`src/rtl/ga25_pkg.sv`:
```
// ga25_pkg: shared types and slot decoding for the GA25 VRAM scheduler.
// Optional byte-enable support is selected with the GA25_VRAM_BE_EN macro.
package ga25_pkg;

  typedef enum logic [1:0] {
    SLOT_IDX,
    SLOT_ATTR,
    SLOT_OBJ,
    SLOT_CPU
  } slot_kind_e;

  // Address distance between consecutive layers' rowscroll/rowselect tables.
  localparam int ROWSCROLL_STRIDE = 'h200;

  typedef struct packed {
    slot_kind_e kind;
    logic [1:0] layer;  // tile layer for SLOT_IDX/SLOT_ATTR
    logic [1:0] word;   // sprite word for SLOT_OBJ
  } slot_t;

  // Map a tick of the round to its owner. Two ticks per slot; slots run
  // L0 idx, L0 attr, ..., L(N-1) attr, obj 0..O-1, CPU.
  function automatic slot_t slot_decode(input int unsigned tick,
                                        input int unsigned num_layers,
                                        input int unsigned obj_words);
    int unsigned slot;
    slot_t       s;
    slot    = tick >> 1;
    s.kind  = SLOT_CPU;
    s.layer = '0;
    s.word  = '0;
    if (slot < 2 * num_layers) begin
      s.kind  = slot[0] ? SLOT_ATTR : SLOT_IDX;
      s.layer = 2'(slot >> 1);
    end else if (slot < 2 * num_layers + obj_words) begin
      s.kind = SLOT_OBJ;
      s.word = 2'(slot - 2 * num_layers);
    end
    return s;
  endfunction

endpackage

```
`src/rtl/ga25_vram_sched_if.sv`:
```
// ga25_vram_sched_if: CPU-side VRAM access bus (level request, busy, read data).
// The cpu_be member exists only when GA25_VRAM_BE_EN is defined.
interface ga25_vram_sched_if #(
  parameter int ADDR_W = 15,
  parameter int DATA_W = 16
);

  logic              cpu_req;
  logic              cpu_wr;
  logic [ADDR_W-1:0] cpu_addr;
  logic [DATA_W-1:0] cpu_din;
  logic [DATA_W-1:0] cpu_dout;
  logic              busy;
`ifdef GA25_VRAM_BE_EN
  logic [DATA_W/8-1:0] cpu_be;

  modport master (output cpu_req, cpu_wr, cpu_addr, cpu_din, cpu_be,
                  input  cpu_dout, busy);
  modport slave  (input  cpu_req, cpu_wr, cpu_addr, cpu_din, cpu_be,
                  output cpu_dout, busy);
`else
  modport master (output cpu_req, cpu_wr, cpu_addr, cpu_din,
                  input  cpu_dout, busy);
  modport slave  (input  cpu_req, cpu_wr, cpu_addr, cpu_din,
                  output cpu_dout, busy);
`endif

endinterface

```
`src/rtl/ga25_cpu_port.sv`:
```
// ga25_cpu_port: CPU request edge detect, request latch, busy and read data.
// With GA25_VRAM_BE_EN the byte enables are latched alongside the request.
module ga25_cpu_port
  import ga25_pkg::*;
#(
  parameter int ADDR_W = 15,
  parameter int DATA_W = 16
) (
  input  logic                clk,
  input  logic                reset,
  ga25_vram_sched_if.slave    cpu,
  input  logic                done,     // capture tick of an issued access
  input  logic [DATA_W-1:0]   q,
  output logic                wr,
  output logic [ADDR_W-1:0]   addr,
`ifdef GA25_VRAM_BE_EN
  output logic [DATA_W/8-1:0] be,
`endif
  output logic [DATA_W-1:0]   din
);

  logic req_q;

  // Accept a new request only on a rising edge of cpu_req while idle;
  // the completing capture has priority and returns read or written data.
  always_ff @(posedge clk or posedge reset) begin
    if (reset) begin
      req_q        <= 1'b0;
      cpu.busy     <= 1'b0;
      cpu.cpu_dout <= '0;
      wr           <= 1'b0;
      addr         <= '0;
      din          <= '0;
`ifdef GA25_VRAM_BE_EN
      be           <= '0;
`endif
    end else begin
      // NOTE: non-blocking so every register samples pre-edge values,
      // which is what makes req_q a one-clock-delayed copy for the edge detect.
      req_q <= cpu.cpu_req;
      if (done) begin
        cpu.busy     <= 1'b0;
        cpu.cpu_dout <= wr ? din : q;
      end else if (cpu.cpu_req && !req_q && !cpu.busy) begin
        cpu.busy <= 1'b1;
        wr       <= cpu.cpu_wr;
        addr     <= cpu.cpu_addr;
        din      <= cpu.cpu_din;
`ifdef GA25_VRAM_BE_EN
        be       <= cpu.cpu_be;
`endif
      end
    end
  end

endmodule

```
`src/rtl/ga25_vram_sched.sv`:
```
// ga25_vram_sched: fixed-round VRAM slot scheduler for tile layers, sprite
// list and one CPU slot, with a rowscroll/rowselect round after line_start.
// Define GA25_VRAM_BE_EN to enable CPU byte-masked writes.
module ga25_vram_sched
  import ga25_pkg::*;
#(
  parameter int NUM_LAYERS = 2,
  parameter int OBJ_WORDS  = 3,
  parameter int ADDR_W     = 15,
  parameter int DATA_W     = 16,
  parameter int OBJ_BASE   = 'h7700,
  parameter int RS_BASE    = 'h7800,
  parameter int RSEL_BASE  = 'h7c00
) (
  input  logic                         clk,
  input  logic                         reset,
  input  logic                         ce,
  output logic                         ce_pix,
  input  logic                         line_start,
  input  logic [9:0]                   line,
  input  logic [10*NUM_LAYERS-1:0]     y_ofs,
  input  logic [ADDR_W*NUM_LAYERS-1:0] layer_addr,
  output logic [DATA_W*NUM_LAYERS-1:0] layer_idx,
  output logic [DATA_W*NUM_LAYERS-1:0] layer_attr,
  output logic [NUM_LAYERS-1:0]        layer_load,
  output logic [10*NUM_LAYERS-1:0]     rowscroll,
  output logic [10*NUM_LAYERS-1:0]     rowselect,
  output logic [DATA_W-1:0]            obj_word,
  output logic [OBJ_WORDS-1:0]         obj_sel,
  ga25_vram_sched_if.slave             cpu,
  output logic [ADDR_W-1:0]            vram_addr,
  output logic                         vram_we,
  output logic [DATA_W/8-1:0]          vram_be,
  output logic [DATA_W-1:0]            vram_data,
  input  logic [DATA_W-1:0]            vram_q
);

  localparam int                ROUND  = 2 * (2 * NUM_LAYERS + OBJ_WORDS + 1);
  localparam int                TICK_W = $clog2(ROUND);
  localparam logic [TICK_W-1:0] LAST   = TICK_W'(ROUND - 1);

  logic [TICK_W-1:0] tick;        // tick most recently executed
  logic [TICK_W-1:0] tick_n;      // tick executed on the next ce
  slot_t             slot_n;
  logic [ADDR_W-1:0] obj_addr;
  logic              rs_round;
  logic              cpu_issued;  // CPU slot was driven with a pending request
  logic              cpu_done;

  logic              cpu_wr_l;
  logic [ADDR_W-1:0] cpu_addr_l;
  logic [DATA_W-1:0] cpu_din_l;

  logic [9:0]        y_cur;
  logic [ADDR_W-1:0] la_cur;
  logic [ADDR_W-1:0] layer_off;
  logic [8:0]        rs_row;
  logic [ADDR_W-1:0] drive_addr;

  assign tick_n = (tick == LAST) ? '0 : tick + 1'b1;
  assign slot_n = slot_decode(32'(tick_n), NUM_LAYERS, OBJ_WORDS);
  // A ce with the next tick odd is a capture tick; line_start is only honoured there.
  assign ce_pix = ce & ~tick[0];

  assign cpu_done = ce & tick_n[0] & (slot_n.kind == SLOT_CPU) & cpu_issued;

  ga25_cpu_port #(.ADDR_W(ADDR_W), .DATA_W(DATA_W)) u_cpu_port (
    .clk   (clk),
    .reset (reset),
    .cpu   (cpu),
    .done  (cpu_done),
    .q     (vram_q),
    .wr    (cpu_wr_l),
    .addr  (cpu_addr_l),
`ifdef GA25_VRAM_BE_EN
    .be    (vram_be),
`endif
    .din   (cpu_din_l)
  );

`ifndef GA25_VRAM_BE_EN
  assign vram_be = '1;
`endif

  // Address for the slot about to be driven, including rowscroll substitution.
  always_comb begin
    // NOTE: every combinational output gets a default first so no path
    // through the case/if leaves it unassigned, which would infer a latch.
    y_cur      = '0;
    la_cur     = '0;
    drive_addr = cpu_addr_l;
    for (int k = 0; k < NUM_LAYERS; k++) begin
      if (slot_n.layer == 2'(k)) begin
        y_cur  = y_ofs[k*10 +: 10];
        la_cur = layer_addr[k*ADDR_W +: ADDR_W];
      end
    end
    layer_off = ADDR_W'(32'(slot_n.layer) * ROWSCROLL_STRIDE);
    rs_row    = 9'(y_cur + line);
    case (slot_n.kind)
      SLOT_IDX:  drive_addr = rs_round ? ADDR_W'(RS_BASE) + layer_off + ADDR_W'(rs_row)
                                       : la_cur;
      SLOT_ATTR: drive_addr = rs_round ? ADDR_W'(RSEL_BASE) + layer_off + ADDR_W'(line[7:0])
                                       : la_cur | ADDR_W'(1);
      SLOT_OBJ:  drive_addr = obj_addr;
      default:   drive_addr = cpu_addr_l;
    endcase
  end

  // Slot sequencer: drive on even ticks, capture on odd ticks, restart on line_start.
  always_ff @(posedge clk or posedge reset) begin
    if (reset) begin
      tick       <= LAST;
      obj_addr   <= ADDR_W'(OBJ_BASE);
      rs_round   <= 1'b0;
      cpu_issued <= 1'b0;
      vram_addr  <= '0;
      vram_we    <= 1'b0;
      vram_data  <= '0;
      layer_idx  <= '0;
      layer_attr <= '0;
      layer_load <= '0;
      rowscroll  <= '0;
      rowselect  <= '0;
      obj_word   <= '0;
      obj_sel    <= '0;
    end else begin
      vram_we <= 1'b0;
      if (ce) begin
        layer_load <= '0;
        obj_sel    <= '0;
        tick       <= tick_n;
        if (!tick_n[0]) begin
          vram_addr <= drive_addr;
          if (slot_n.kind == SLOT_OBJ) obj_addr <= obj_addr + 1'b1;
          if (slot_n.kind == SLOT_CPU) begin
            cpu_issued <= cpu.busy;
            vram_we    <= cpu.busy & cpu_wr_l;
            vram_data  <= cpu_din_l;
          end
        end else begin
          for (int k = 0; k < NUM_LAYERS; k++) begin
            if (slot_n.layer == 2'(k)) begin
              if (slot_n.kind == SLOT_IDX) begin
                if (rs_round) rowscroll[k*10 +: 10] <= vram_q[9:0];
                else          layer_idx[k*DATA_W +: DATA_W] <= vram_q;
              end
              if (slot_n.kind == SLOT_ATTR) begin
                if (rs_round) rowselect[k*10 +: 10] <= vram_q[9:0];
                else begin
                  layer_attr[k*DATA_W +: DATA_W] <= vram_q;
                  layer_load[k]                  <= 1'b1;
                end
              end
            end
          end
          if (slot_n.kind == SLOT_OBJ) begin
            obj_word <= vram_q;
            for (int j = 0; j < OBJ_WORDS; j++) begin
              if (slot_n.word == 2'(j)) obj_sel[j] <= 1'b1;
            end
          end
          if (slot_n.kind == SLOT_CPU) cpu_issued <= 1'b0;
          if (tick_n == LAST) rs_round <= 1'b0;
        end
        if (ce_pix && line_start) begin
          tick     <= LAST;
          obj_addr <= ADDR_W'(OBJ_BASE);
          rs_round <= 1'b1;
        end
      end
    end
  end

endmodule
```
`src/flat_wrapper.sv`:
```
// flat-port wrapper written by rule: the top's interface ports become plain ports
module ga25_vram_sched_flat import ga25_pkg::*;
#(
  parameter int NUM_LAYERS = 2,
  parameter int OBJ_WORDS  = 3,
  parameter int ADDR_W     = 15,
  parameter int DATA_W     = 16,
  parameter int OBJ_BASE   = 'h7700,
  parameter int RS_BASE    = 'h7800,
  parameter int RSEL_BASE  = 'h7c00
)
  (clk, reset, ce, ce_pix, line_start, line, y_ofs, layer_addr, layer_idx, layer_attr, layer_load, rowscroll, rowselect, obj_word, obj_sel, vram_addr, vram_we, vram_be, vram_data, vram_q, cpu_cpu_req, cpu_cpu_wr, cpu_cpu_addr, cpu_cpu_din, cpu_cpu_dout, cpu_busy);
  ga25_vram_sched_if #(.ADDR_W(ADDR_W), .DATA_W(DATA_W)) cpu_i ();
  input  logic clk;
  input  logic reset;
  input  logic ce;
  output logic ce_pix;
  input  logic line_start;
  input  logic [9:0] line;
  input  logic [10*NUM_LAYERS-1:0] y_ofs;
  input  logic [ADDR_W*NUM_LAYERS-1:0] layer_addr;
  output logic [DATA_W*NUM_LAYERS-1:0] layer_idx;
  output logic [DATA_W*NUM_LAYERS-1:0] layer_attr;
  output logic [NUM_LAYERS-1:0] layer_load;
  output logic [10*NUM_LAYERS-1:0] rowscroll;
  output logic [10*NUM_LAYERS-1:0] rowselect;
  output logic [DATA_W-1:0] obj_word;
  output logic [OBJ_WORDS-1:0] obj_sel;
  output logic [ADDR_W-1:0] vram_addr;
  output logic vram_we;
  output logic [DATA_W/8-1:0] vram_be;
  output logic [DATA_W-1:0] vram_data;
  input  logic [DATA_W-1:0] vram_q;
  input wire logic [$bits(cpu_i.cpu_req)-1:0] cpu_cpu_req;
  input wire logic [$bits(cpu_i.cpu_wr)-1:0] cpu_cpu_wr;
  input wire logic [$bits(cpu_i.cpu_addr)-1:0] cpu_cpu_addr;
  input wire logic [$bits(cpu_i.cpu_din)-1:0] cpu_cpu_din;
  output wire logic [$bits(cpu_i.cpu_dout)-1:0] cpu_cpu_dout;
  output wire logic [$bits(cpu_i.busy)-1:0] cpu_busy;
  assign cpu_i.cpu_req = cpu_cpu_req;
  assign cpu_i.cpu_wr = cpu_cpu_wr;
  assign cpu_i.cpu_addr = cpu_cpu_addr;
  assign cpu_i.cpu_din = cpu_cpu_din;
  assign cpu_cpu_dout = cpu_i.cpu_dout;
  assign cpu_busy = cpu_i.busy;
  ga25_vram_sched #(.NUM_LAYERS(NUM_LAYERS), .OBJ_WORDS(OBJ_WORDS), .ADDR_W(ADDR_W), .DATA_W(DATA_W), .OBJ_BASE(OBJ_BASE), .RS_BASE(RS_BASE), .RSEL_BASE(RSEL_BASE)) u_core (.clk(clk), .reset(reset), .ce(ce), .ce_pix(ce_pix), .line_start(line_start), .line(line), .y_ofs(y_ofs), .layer_addr(layer_addr), .layer_idx(layer_idx), .layer_attr(layer_attr), .layer_load(layer_load), .rowscroll(rowscroll), .rowselect(rowselect), .obj_word(obj_word), .obj_sel(obj_sel), .cpu(cpu_i), .vram_addr(vram_addr), .vram_we(vram_we), .vram_be(vram_be), .vram_data(vram_data), .vram_q(vram_q));
endmodule
```
`config.mk`:
```
export PLATFORM = sky130hd
export DESIGN_NAME = ga25_vram_sched_flat
export DESIGN_NICKNAME = d
export VERILOG_FILES = /design/src/rtl/ga25_pkg.sv /design/src/rtl/ga25_vram_sched_if.sv /design/src/rtl/ga25_cpu_port.sv /design/src/rtl/ga25_vram_sched.sv /design/src/flat_wrapper.sv
export SDC_FILE = /design/constraint.sdc
export NUM_CORES = 1
export LEC_CHECK = 0
export ABC_AREA = 1
export ABC_CLOCK_PERIOD_IN_PS = 16100
export CORE_ASPECT_RATIO = 0.75
export CORE_UTILIZATION = 52
export CTS_CLUSTER_DIAMETER = 80
export CTS_CLUSTER_SIZE = 16
export DETAILED_ROUTE_END_ITERATION = 6
export PLACE_DENSITY = 0.91
export SLEW_MARGIN = 5
export SYNTH_ARGS = -nofsm -noshare
export SYNTH_HDL_FRONTEND = slang
export SYNTH_SLANG_ARGS = --single-unit
```
`constraint.sdc`:
```
create_clock -name clk -period 16.1 [get_ports clk]
set_clock_uncertainty 0.15 [all_clocks]
set_input_delay 3.22 -clock clk [delete_from_list [all_inputs] [get_ports clk]]
set_output_delay 3.22 -clock clk [all_outputs]
set_load 0.005 [all_outputs]
```
==> results of run 1 <==
==> layout make-up <==
cell class	instances	area, um2	share of cell area [%]
clock inverters	1	16.3	0.118
flip-flops and latches	228	5720	41.6
multi-input cells	800	3940	28.7
inverters	91	359	2.62
clock buffers	31	520	3.79
well taps	253	317	2.31
repair buffers	286	2860	20.8
==> cells in the final DEF (no fill, tap or decap), types with 2 or more instances in the layout <==
cell type	count
nor2_1	52
dfrtp_1	218
nor2_2	2
buf_4	2
nor4_1	2
nand3_4	2
nand4_1	7
nor3_1	4
nor2_4	2
nand2_1	358
clkbuf_16	19
inv_2	9
o21ai_0	180
o211ai_1	7
nor3_2	2
clkdlybuf4s50_1	284
xnor2_1	3
nand2_2	3
nand3_2	3
nand2_4	4
inv_1	76
inv_4	4
dfstp_2	10
nand3_1	34
conb_1	2
clkbuf_1	12
o31ai_1	2
nor2_8	2
xor2_1	5
ha_1	12
o21ai_1	26
a21oi_1	47
o21ai_2	30
==> power groups by stage <==
stage / Sequential [mW] / Combinational [mW] / Clock, mW
after global placement: 0.961 / 1.16 / 0
after global routing: 0.993 / 1.35 / 0.451
after floorplan: 0.951 / 0.624 / 0
after CTS: 0.966 / 1.21 / 0.429
final: 0.969 / 1.21 / 0.426
after detailed placement: 0.972 / 1.20 / 0
==> cell families (layout without fill, tap and decap cells) <==
kind of cell,count (synthesis),after routing,share of synthesized area [%]
flip-flops,228,228,55.5
AO/OA/AOI/OAI,294,294,15.6
adder cells (fa/ha/maj),13,13,1.65
other,1,2,0.0364
XOR/XNOR,8,8,0.680
buffers and inverters,146,409,6.22
AND/OR/NAND/NOR,483,483,20.2
==> tightest hold or removal path, stage by stage (launching register included) <==
cell and delay [ns]:
dfrtp_1 0.34, nand2_1 0.06, nand2_1 0.06
==> state kept, by name, indices dropped and copies added (netlist names), 3 cells and up <==
signal,count
u_core.obj_addr,15
u_core.u_cpu_port.cpu.cpu_dout,16
u_core.obj_sel,3
u_core.u_cpu_port.din,16
u_core.obj_word,16
u_core.layer_idx,32
u_core.vram_addr,15
u_core.rowselect,20
u_core.rowscroll,20
u_core.tick,4
u_core.layer_attr,32
u_core.u_cpu_port.addr,15
u_core.vram_data,16
==> per-layer routing <==
metal | part of all wire [%] | wire length, um | up-vias | GRT usage (%)
met3 | 9.9 | 3000 | 62 | 7.99
li1 | - | - | 4312 | -
met2 | 45 | 13600 | 422 | 44.8
met5 | 0.030 | 9 | - | 0
met1 | 43 | 13100 | 4559 | 41.3
met4 | 2.6 | 777 | 2 | 7.05
==> Yosys cell counts (2+ instances only) <==
library cell	n	area [um2]
nand2_1	358	1340
dfrtp_1	218	5460
o21ai_0	180	901
inv_1	77	289
nor2_1	52	195
a21oi_1	47	235
nand3_1	34	170
clkbuf_1	30	113
o21ai_2	30	263
o21ai_1	26	130
buf_2	12	60.1
ha_1	12	150
dfstp_2	10	263
inv_2	9	33.8
nand4_1	7	43.8
o211ai_1	7	52.6
buf_4	6	45.0
buf_6	6	67.6
xor2_1	5	43.8
inv_4	4	25.0
nand2_4	4	45.0
nor3_1	4	20.0
nand2_2	3	18.8
nand3_2	3	30.0
xnor2_1	3	26.3
nand3_4	2	35.0
nor2_2	2	12.5
nor2_4	2	22.5
nor2_8	2	40.0
nor3_2	2	20.0
nor4_1	2	12.5
o31ai_1	2	15.0
==> through the flow <==
stage / setup WS (ns) / utilization (%) / cell area, um2 / std cells
final: 7.98 / 70.9 / 13700 / 1690
after global routing: 7.96 / 70.9 / 13700 / 1690
after CTS: 8.00 / 70.9 / 13700 / 1690
after detailed placement: 8.00 / 68.1 / 13200 / 1658
after global placement: 8.03 / 68.1 / 13200 / 1658
after floorplan: 6.50 / - / 10300 / 1174
==> worst min-delay path by stage <==
| stage | start | endpoint | slack (ns) | depth (start not counted) |
|---|---|---|---|---|
| after global routing | u_core.vram_addr[13]$_DFFE_PP0P_ | u_core.vram_addr[13]$_DFFE_PP0P_ | 0.36 | 2 |
| after floorplan | u_core.u_cpu_port.addr[11]$_DFFE_PP0P_ | u_core.u_cpu_port.addr[11]$_DFFE_PP0P_ | 0.29 | 2 |
| final | u_core.u_cpu_port.addr[6]$_DFFE_PP0P_ | u_core.u_cpu_port.addr[6]$_DFFE_PP0P_ | 0.33 | 2 |
| after global placement | u_core.u_cpu_port.addr[6]$_DFFE_PP0P_ | u_core.u_cpu_port.addr[6]$_DFFE_PP0P_ | 0.31 | 2 |
| after CTS | u_core.u_cpu_port.addr[6]$_DFFE_PP0P_ | u_core.u_cpu_port.addr[6]$_DFFE_PP0P_ | 0.34 | 2 |
| after detailed placement | u_core.u_cpu_port.addr[6]$_DFFE_PP0P_ | u_core.u_cpu_port.addr[6]$_DFFE_PP0P_ | 0.32 | 2 |
==> summary.txt, run 1 <==
CTS
  • Postcts setup bufs: 0
  • Bufs on Longest Clock Path: 3
  • CTS buffer count: 18
  • Root Buffer: clkbuf_16
  • Num Clock Sinks: 228
  • Worst-Skew Late Latency: 0.48 ns
  • Cts repair resizes: 0
  • TritonCTS clock tree: built
  • Hold-fix buffers, CTS: 0
  • Clock-pin slew on the worst setup and hold paths: 0.07 ns
  • H-Tree Depth: 1

Timing
  • Final hold violation count: 0
  • Period utilization: 50.4%
  • Worst Hold Slack: 0.333 ns
  • Slew @ Worst Pin: 1.07 ns
  • Final critical-path required period: 8.12 ns
  • Final setup fails: 0
  • Slew Limit Fails: 0
  • Setup TNS: 0 ns
  • Slew Limit Headroom: 28.6%
  • RSZ-0062 raised after global routing: no
  • Max Clock Freq: 123 MHz

Synth
  • Cell Area, Synth: 0.0103 mm2
  • Syn Inst Count: 1173
  • Number of synthesized register bits: 228
  • EDFF count, synth: 0
  • Asr flop ratio synth: 100%
  • Syn avg cell area: 8.78 um2
  • Register area share after synthesis: 55.5%
  • Netlist cell types: 44
  • Prevailing post-synth register cell: dfrtp_1
  • Synth warnings: 0

GRT
  • Largest net degree at the start of global routing: 156
  • Overflow left after global routing: 0
  • Total track usage: 29.2%
  • First-pass GRT wire length: 45.7 mm
  • Via count of the first global-routing pass: 8559
  • Initial antenna violation count: 1

Setup path
  • Crit-path leading delay family: buffers and inverters
  • Critical path arrival: 4.75 ns
  • Worst path max stage delay: 0.65 ns
  • Levels on crit path: 4
  • Slowest CP cell: clkdlybuf4s50_1
  • CP Data Required Time: 12.73 ns
  • Setup crit end: ce_pix
  • Buf+Inv Stages, Crit Path: 3
  • Critical R2R Capture: u_core.vram_addr[7]$_DFFE_PP0P_
  • Crit Path Max Fanout: 10
  • CP startpoint kind: input pin
  • CP dominant cell by count: clkdlybuf4s50_1
  • Critical Path End Type: output pin
  • Worst R2R Setup Slack: 11.81 ns
  • Worst-case reg-to-reg path depth: 19
  • Worst R2R Start: u_core.tick[0]$_DFFE_PP1P_
  • Setup CP Type: in2out
  • Cell Chain, Critical Path: clkdlybuf4s50_1, inv_2, nor2_4, clkdlybuf4s50_1
  • Critical path launch point: ce

Drt
  • Post-DRT Antenna Nets: 0
  • Drt drc: 0
  • DRT Pass-1 Iters: 6
  • Final wirelength: 30.5 mm
  • Drt wl/cell: 18.0 um
  • DR vias: 9357
  • Via density: 5.54
  • Iteration-0 DRC Markers: 764

Flow run
  • Max-cap violation count: 0

Placement
  • Port Buffer Count: 284
  • GPL Wtd Cong: 0.924
  • HPWL after DPL: 21.9 mm

Finish
  • Number of fill cells: 1454
  • Area growth from synthesis to layout: 33.3%
  • ANT cells: 0
  • Share of cells above drive strength 1: 7.03%
  • NumNets Final: 1551

Pwr
  • Total power: 2.61 mW
  • Clock power frac: 16.3%
  • Int Pwr: 1.60 mW
  • Leak pwr: 6.29 nW
  • Combinational Power Share: 46.5%
  • Sw Pwr: 1.01 mW
  • Flop pwr share: 37.1%
  • Peak VDD IR: 0.104 mV
  • Sw Share: 38.7%
  • Power Density: 190 mW/mm2

Die
  • Die area: 0.0204 mm2
  • Die height: 124 um
  • I/O pin cnt: 290
  • Core region area: 0.0194 mm2
  • Chip width: 164 um
  • Starting density of the core: 53.1%
  • Core Rows: 44

Hold path
  • Hold crit path type: reg2reg

Outcome
  • Status: completed
Power figures use the tool's default switching activity.
==> inputs of run 2 (changes only) <==
--- a/config.mk
+++ b/config.mk
@@ -6,13 +6,13 @@
 export NUM_CORES = 1
 export LEC_CHECK = 0
 export ABC_AREA = 1
-export ABC_CLOCK_PERIOD_IN_PS = 16100
+export ABC_CLOCK_PERIOD_IN_PS = 7130
 export CORE_ASPECT_RATIO = 0.75
-export CORE_UTILIZATION = 52
+export CORE_UTILIZATION = 44
 export CTS_CLUSTER_DIAMETER = 80
 export CTS_CLUSTER_SIZE = 16
 export DETAILED_ROUTE_END_ITERATION = 6
-export PLACE_DENSITY = 0.91
+export PLACE_DENSITY = 0.82
 export SLEW_MARGIN = 5
 export SYNTH_ARGS = -nofsm -noshare
 export SYNTH_HDL_FRONTEND = slang
==> constraint.sdc (replaced) <==
create_clock -name clk -period 7.13 [get_ports clk]
set_clock_uncertainty 0.15 [all_clocks]
set_input_delay 1.426 -clock clk [delete_from_list [all_inputs] [get_ports clk]]
set_output_delay 1.426 -clock clk [all_outputs]
set_load 0.005 [all_outputs]
==> summary.txt, run 2 (synthesis results as in run 1) <==
Outcome
  • Status: completed

Drt
  • Final wirelength: 30.2 mm
  • Iteration-0 DRC Markers: 708
  • Via density: 5.18
  • Post-DRT Antenna Nets: 0
  • Drt wl/cell: 17.4 um
  • DRT Pass-1 Iters: 5
  • DR vias: 9006
  • Drt drc: 0

Timing
  • Period utilization: 63.2%
  • Slew Limit Headroom: 27.0%
  • Final hold violation count: 0
  • Slew @ Worst Pin: 1.09 ns
  • Final critical-path required period: 4.51 ns
  • Slew Limit Fails: 0
  • Max Clock Freq: 222 MHz
  • Final WS setup: 2.62 ns
  • RSZ-0062 raised after global routing: no
  • Setup TNS: 0 ns
  • Final setup fails: 0

Finish
  • NumNets Final: 1552
  • Commonest cells after routing, fill and taps aside: nand2_1 (358), clkdlybuf4s50_1 (284), dfrtp_1 (218)
  • Area growth from synthesis to layout: 34.1%
  • Share of cells above drive strength 1: 7.09%
  • Commonest non-fill, non-tap cell in the layout: nand2_1
  • Fin cells: 1738
  • Largest registers: u_core.layer_attr: 32 flops, u_core.layer_idx: 32 flops
  • Final instance area: 0.0138 mm2
  • ANT cells: 0

CTS
  • Clock-pin slew on the worst setup and hold paths: 0.07 ns
  • Postcts setup bufs: 0
  • Worst-Skew Late Latency: 0.49 ns
  • Root Buffer: clkbuf_16
  • TritonCTS clock tree: built
  • H-Tree Depth: 1
  • Hold-fix buffers, CTS: 0
  • Bufs on Longest Clock Path: 3
  • CTS buffer count: 18
  • Cts repair resizes: 0
  • Num Clock Sinks: 228

Die
  • Chip width: 179 um
  • I/O pin cnt: 290
  • Core Rows: 48
  • Starting density of the core: 44.8%
  • Die height: 134 um
  • Core region area: 0.0230 mm2
  • Die area: 0.0240 mm2

Pwr
  • Total power: 5.87 mW
  • Int Pwr: 3.61 mW
  • Sw Pwr: 2.26 mW
  • Peak VDD IR: 0.241 mV
  • Leak pwr: 6.30 nW
  • Clock power frac: 16.4%
  • Combinational Power Share: 46.5%
  • Sw Share: 38.5%
  • Flop pwr share: 37.1%
  • Power Density: 425 mW/mm2

Setup path
  • CP startpoint kind: input pin
  • CP Data Required Time: 5.55 ns
  • Critical Path End Type: output pin
  • Setup CP Type: in2out
  • Crit Path Max Fanout: 10
  • Critical path arrival: 2.93 ns

GRT
  • Total track usage: 25.0%
  • Overflow left after global routing: 0
  • Via count of the first global-routing pass: 8431
  • Largest net degree at the start of global routing: 141
  • Initial antenna violation count: 0
  • First-pass GRT wire length: 46.6 mm

Placement
  • Dpl cells: 1706
  • Post-DP Area: 0.0133 mm2
  • Dpl ws: 2.62 ns
  • HPWL after DPL: 22.2 mm
  • Port Buffer Count: 284
  • GPL Wtd Cong: 0.930

Hold path
  • Hold crit path type: reg2reg

Flow run
  • Max-cap violation count: 0
-- run 2: cell count changes in the layout (fill, tap and decap cells not counted), sizes merged --
| cell | change |
|---|---|
| buf | +1 |
| inv | -1 |
| clkinvlp | +1 |
-- run 2: layout make-up --
cell class	count	area (um2)
repair buffers	287	2880
multi-input cells	800	3940
well taps	300	375
flip-flops and latches	228	5720
fillers	1986	9200
clock inverters	1	16.3
clock buffers	31	520
inverters	91	355
-- run 2: stage by stage --
stage | utilization (%) | hold slack, ns
final | 60.0 | 0.335
after detailed placement | 57.7 | 0.318
after global routing | 60.0 | 0.351
after CTS | 60.0 | 0.337
after floorplan | - | 0.294
after global placement | 57.7 | 0.313
-- run 2: worst max-delay path, cell delays in order --
cell and delay (ns):
clkdlybuf4s50_1 0.63, inv_2 0.18, nor2_4 0.17, clkdlybuf4s50_1 0.52
-- run 2: routing by layer --
metal	track usage, %	routed length (um)
met1	37.2	13700
met2	36.0	13000
met3	6.78	2850
met4	6.26	704
met5	0	0
-- run 2: power groups by stage --
stage               clock, mW  sequential (mW)  combinational [mW]
floorplan                   0             2.15                1.41
global placement            0             2.17                2.65
detailed placement          0             2.19                2.71
CTS                     0.980             2.18                2.73
global route             1.03             2.24                3.03
finish                  0.963             2.18                2.73
-- run 2: final timing paths --
check                      slack (ns)                                  start                                      to  cells after the start
min reg2reg                      0.34  u_core.u_cpu_port.addr[7]$_DFFE_PP0P_   u_core.u_cpu_port.addr[7]$_DFFE_PP0P_                      2
min in group asynchronous        1.14                                  reset  u_core.u_cpu_port.addr[10]$_DFFE_PP0P_                      2
min                              0.34  u_core.u_cpu_port.addr[7]$_DFFE_PP0P_   u_core.u_cpu_port.addr[7]$_DFFE_PP0P_                      2
max in group asynchronous        4.45                                  reset       u_core.layer_attr[19]$_DFFE_PP0P_                      3
max reg2reg                      2.92             u_core.tick[0]$_DFFE_PP1P_         u_core.vram_addr[8]$_DFFE_PP0P_                     18
max                              2.62                                     ce                                  ce_pix                      4
